===== config.mk =====
export PLATFORM = sky130hd
export DESIGN_NAME = sata_dma_stream_limiter
export DESIGN_NICKNAME = d
export VERILOG_FILES = /design/src/rtl/sata_dma_stream_limiter.sv
export SDC_FILE = /design/constraint.sdc
export NUM_CORES = 1
export LEC_CHECK = 0
export ABC_CLOCK_PERIOD_IN_PS = 2550
export CAP_MARGIN = 10
export CELL_PAD_IN_SITES_DETAIL_PLACEMENT = 0
export CELL_PAD_IN_SITES_GLOBAL_PLACEMENT = 2
export CORE_MARGIN = 1.5
export CORE_UTILIZATION = 21
export CTS_BUF_LIST = sky130_fd_sc_hd__clkbuf_8
export CTS_CLUSTER_DIAMETER = 80
export DETAILED_ROUTE_END_ITERATION = 16
export PLACE_DENSITY_LB_ADDON = 0.1
export REMOVE_ABC_BUFFERS = 1
export SLEW_MARGIN = 25
export SYNTH_ARGS = -nofsm -noshare
export SYNTH_HDL_FRONTEND = slang
export SYNTH_SLANG_ARGS = --single-unit

===== constraint.sdc =====
create_clock -name clk -period 2.55 [get_ports clk]
set_input_delay 0.765 -clock clk [delete_from_list [all_inputs] [get_ports clk]]
set_output_delay 0.765 -clock clk [all_outputs]
set_load 0.1 [all_outputs]

===== src/rtl/sata_dma_stream_limiter.sv =====
// sata_dma_stream_limiter
//
// Sits downstream of the DMA stream multiplexer. It lets through exactly the
// number of words given by a per-transfer length command and flags the last
// word with o_eop. Outside a transfer i_rdy stays low, so any excess words
// from the selected source wait at the mux. Data is not registered: in XFER
// the stream passes straight through with zero latency.
//
// Ports:
//   clk      - system clock
//   reset_n  - asynchronous active-low reset
//   cmd_len  - transfer length in words (0 = empty transfer)
//   cmd_val  - command valid
//   cmd_rdy  - command ready (high in IDLE)
//   abort    - synchronous abort, level, sampled on clk
//   i_dat    - input stream data
//   i_val    - input stream valid
//   i_rdy    - input stream ready
//   o_dat    - output stream data (follows i_dat)
//   o_val    - output stream valid
//   o_rdy    - output stream ready
//   o_eop    - last word of the transfer, qualified by o_val
//   busy     - transfer in progress
//   done     - one-cycle pulse after the last word's handshake
//   aborted  - one-cycle pulse after an abort in XFER
module sata_dma_stream_limiter #(
  parameter int WIDTH    = 32,
  parameter int LENGTH_W = 16
) (
  input  logic                clk,
  input  logic                reset_n,
  input  logic [LENGTH_W-1:0] cmd_len,
  input  logic                cmd_val,
  output logic                cmd_rdy,
  input  logic                abort,
  input  logic [WIDTH-1:0]    i_dat,
  input  logic                i_val,
  output logic                i_rdy,
  output logic [WIDTH-1:0]    o_dat,
  output logic                o_val,
  input  logic                o_rdy,
  output logic                o_eop,
  output logic                busy,
  output logic                done,
  output logic                aborted
);

  typedef enum logic {
    IDLE = 1'b0,
    XFER = 1'b1
  } state_e;

  localparam logic [LENGTH_W-1:0] ONE = LENGTH_W'(1);

  state_e              state_q, state_d;
  logic [LENGTH_W-1:0] count_q, count_d;
  logic                done_q, done_d;
  logic                aborted_q, aborted_d;
  logic                wordMoved;

  // A word moves only when both sides agree; i_rdy mirrors o_rdy in XFER so
  // this is the same event seen from either side.
  assign wordMoved = (state_q == XFER) && i_val && o_rdy;

  // Next-state and output logic. Abort takes priority over completion so a
  // last word accepted together with abort produces aborted, never done.
  always_comb begin
    state_d   = state_q;
    count_d   = count_q;
    done_d    = 1'b0;
    aborted_d = 1'b0;
    cmd_rdy   = 1'b0;
    i_rdy     = 1'b0;
    o_val     = 1'b0;
    o_eop     = 1'b0;

    unique case (state_q)
      IDLE: begin
        cmd_rdy = 1'b1;
        if (cmd_val) begin
          if (cmd_len != '0) begin
            count_d = cmd_len;
            state_d = XFER;
          end else begin
            done_d = 1'b1;
          end
        end
      end

      XFER: begin
        i_rdy = o_rdy;
        o_val = i_val;
        o_eop = (count_q == ONE);
        if (abort) begin
          state_d   = IDLE;
          count_d   = '0;
          aborted_d = 1'b1;
        end else if (wordMoved && (count_q != '0)) begin
          count_d = count_q - ONE;
          if (count_q == ONE) begin
            state_d = IDLE;
            done_d  = 1'b1;
          end
        end
      end

      default: begin
        state_d = IDLE;
        count_d = '0;
      end
    endcase
  end

  // State, counter and the registered completion pulses. Reset drops
  // straight to IDLE with no pulse of either kind.
  always_ff @(posedge clk or negedge reset_n) begin
    if (!reset_n) begin
      state_q   <= IDLE;
      count_q   <= '0;
      done_q    <= 1'b0;
      aborted_q <= 1'b0;
    end else begin
      state_q   <= state_d;
      count_q   <= count_d;
      done_q    <= done_d;
      aborted_q <= aborted_d;
    end
  end

  assign o_dat   = i_dat;
  assign busy    = (state_q == XFER);
  assign done    = done_q;
  assign aborted = aborted_q;

endmodule


==> impl_metrics.env <==
export IMPL_core_um2=7290
export IMPL_worstMarginPinSlew_ns=0.445
export IMPL_cts_tree="done"
export IMPL_ios=93
export IMPL_globalRoute_totalOverflow=0
export IMPL_synth_largest_area_cell="dfrtp_1"
export IMPL_skew_ns=0.00146
export IMPL_synth_most_common_cell="buf_4"
export IMPL_drive_gt1_share_pct=25.9
export IMPL_initial_utilization_pct=21.7
export IMPL_crit_start="o_rdy"
export IMPL_slew_headroom_pct=70.1
export IMPL_synth_simple_area_share_pct=21.7
export IMPL_clk_latency_ns=0.26
export IMPL_place_area_um2=1900
export IMPL_setup_viol=0
export IMPL_hpwl_um=4710
export IMPL_synth_top_family_by_area="compound AO/OA/AOI/OAI gates"
export IMPL_drv_slew=0
export IMPL_cts_buffer_depth=2
export IMPL_rrSetupSlack_ns=0.56
export IMPL_die_area_um2=8070
export IMPL_grt_usage_pct=16.1
export IMPL_cts_sinks=19
export IMPL_crit_path_end_kind="output pin"
export IMPL_utilization_pct=27.0
export IMPL_min_period_ns=2.42
export IMPL_wirelength_um=6310
export IMPL_portBuffers=28
export IMPL_yosysWarnings=0
export IMPL_fin_nets=254
export IMPL_worstReg2RegEnd="count_q[9]"
export IMPL_numCtsBuffers=3
export IMPL_drtIter0Drc=72
export IMPL_fill_cells=827
export IMPL_drt_first_pass_iters=4
export IMPL_path_max_fanout=3
export IMPL_die_height_um=89.9
export IMPL_power_mw=1.49
export IMPL_status="finished, final reports clean"
export IMPL_synth_xor_area_share_pct=1.11
export IMPL_grt_max_degree=21
export IMPL_antenna_diode_count=0
export IMPL_fp_row_count=31
export IMPL_syn_to_final_growth_pct=24.2
export IMPL_ir_worst_vdd_uv=192
export IMPL_start_kind="primary input"
export IMPL_syn_avg_cell_area_um2=8.61
export IMPL_crit_required_ns=1.79
export IMPL_grt_pass1_vias=1562
export IMPL_syn_instance_count=184
export IMPL_cap_violations=0
export IMPL_critPathArrivalTime_ns=1.66
export IMPL_vias_per_cell=4.97
export IMPL_netlist_area_um2=1580
export IMPL_synth_seq_cells=19
export IMPL_vias=1472
export IMPL_drtAntennaViolNets=0
export IMPL_crit_type="primary input to output pin"
export IMPL_r2r_start="count_q[0]"
export IMPL_grt_pass1_wl_um=9870
export IMPL_synthTopCellsByCount="buf_4 (32), nor2_1 (21), dfrtp_1 (19), a21oi_1 (13), o31ai_1 (12)"
export IMPL_rsz0062_at_grt="false"
export IMPL_avgRoutedWirePerCell_um=21.3
export IMPL_p_leak_nw=0.810
export IMPL_synthFlopType="dfrtp_1"
export IMPL_drc_errors=0
export IMPL_hold_class="register to register"
export IMPL_synthMuxAreaShare_pct=3.32
export IMPL_seq_area_frac_synth_pct=30.0
export IMPL_hold_viol_final=0
export IMPL_r2r_cells=5
export IMPL_grt_antenna_before_repair=0
export IMPL_fin_crit_sh_pct=95.0
export IMPL_fp_dieW_um=89.9
export IMPL_synth_edff_count=0
export IMPL_synthArstFlopShare_pct=100
export IMPL_cp_endpoint="i_rdy"
export IMPL_synth_cell_type_count=42
export IMPL_root_buffer="clkbuf_8"
export IMPL_post_route_cell_area_um2=1970
export IMPL_synth_compound_area_share_pct=22.4
export IMPL_clkTransAtPathRegs_ns=0.08
export IMPL_synthAdderAreaFrac_pct=1.58
export IMPL_post_cts_buffers=0
export IMPL_synth_area_leaders="dfrtp_1 (30%), buf_4 (15%), o31ai_1 (5.7%), o21ai_2 (5.5%), nor2_1 (5.0%)"
export IMPL_yosys_area_top_type_share_pct=30.0
export IMPL_max_clock_freq_ghz=0.413
export IMPL_powerDensity_nw_per_um2=759
export IMPL_cts_htree_levels=1
export IMPL_gp_congestion=0.804
-- state kept, by name (all words and copies together), names as in the netlist --
signal	flops
done	1
busy	1
aborted	1
count_q	16
-- repair_timing --
item | CTS | global route
resized for setup | 0 | 4
setup endpoints to repair | 0 | 12
hold buffers | 0 | 0
-- area by class of cell --
class                      instances  area, um2  area share (%)
clock buffer                       3       41.3            2.10
clock inverter                     1       3.75           0.191
multi-input combinational        119        815            41.4
inverter                           5       18.8           0.954
sequential                        19        475            24.2
tap                               99        124            6.29
timing repair buffer              50        490            24.9
-- cell usage in the layout, fill, tap and decap left out, types with 2 or more instances in the layout --
cell type / netlist / layout
nor4_2: 2 / 2
or3_1: 3 / 3
buf_4: 32 / 24
dfrtp_1: 19 / 19
a21oi_1: 13 / 13
o21ai_1: 2 / 2
nor4_1: 5 / 4
a32oi_1: 5 / 5
nor4_4: 1 / 2
nand4_1: 3 / 3
nand2_1: 5 / 5
clkbuf_8: 0 / 3
o2bb2ai_1: 2 / 2
buf_12: 0 / 5
inv_1: 4 / 5
o21ai_2: 10 / 10
nor3_1: 10 / 10
clkdlybuf4s50_1: 0 / 21
mux2_1: 2 / 2
ha_1: 2 / 2
or2_4: 0 / 2
and2_1: 3 / 3
nor2_1: 21 / 21
o31ai_1: 12 / 12
mux2i_1: 3 / 3
-- critical path, stage by stage --
cell	delay, ns
clkdlybuf4s50_1	0.51
and2_1	0.19
buf_12	0.18
-- logic make-up (layout without fill, tap and decap cells) --
| group | after synthesis | in the layout |
|---|---|---|
| XOR/XNOR | 2 | 2 |
| adder cells (fa/ha/maj) | 2 | 2 |
| AND/OR/NAND/NOR | 61 | 61 |
| multiplexers | 5 | 5 |
| flip-flops | 19 | 19 |
| AO/OA/AOI/OAI | 49 | 49 |
| buffers and inverters | 46 | 59 |
-- power breakdown --
part	switching (mW)	total, mW	internal (mW)
Sequential	0.131	0.514	0.383
Combinational	0.436	0.761	0.325
Clock	0.111	0.219	0.107
-- per-stage QoR --
step	hold WS [ns]	setup slack [ns]	setup TNS (ns)	instances
detailed placement	0.533	-0.132	-1.56	292
finish	0.561	0.128	0	296
floorplan	0.469	-0.885	-12.52	143
global route	0.620	0.0713	0	296
CTS	0.552	0.0636	0	296
global placement	0.526	-0.0631	-0.498	292
-- per-layer routing --
metal | track usage, % | share of wire (%) | vias to the layer above
li1 | - | - | 665
met2 | 22.8 | 43 | 60
met5 | 5.77 | 0 | -
met3 | 8.97 | 11 | 14
met1 | 21.1 | 46 | 733
met4 | 2.38 | 0.86 | 0
-- how the worst min path moves through the flow --
stage	from	slack (ns)	cells past startpoint	to
final	count_q[15]	0.56	2	count_q[15]
after global routing	count_q[6]	0.62	2	count_q[6]
after floorplan	reset_n	0.47	0	aborted
after CTS	count_q[15]	0.55	2	count_q[15]
after global placement	count_q[14]	0.53	2	count_q[14]
after detailed placement	count_q[15]	0.53	2	count_q[15]
Note: power is estimated with default switching activity, not from simulation.
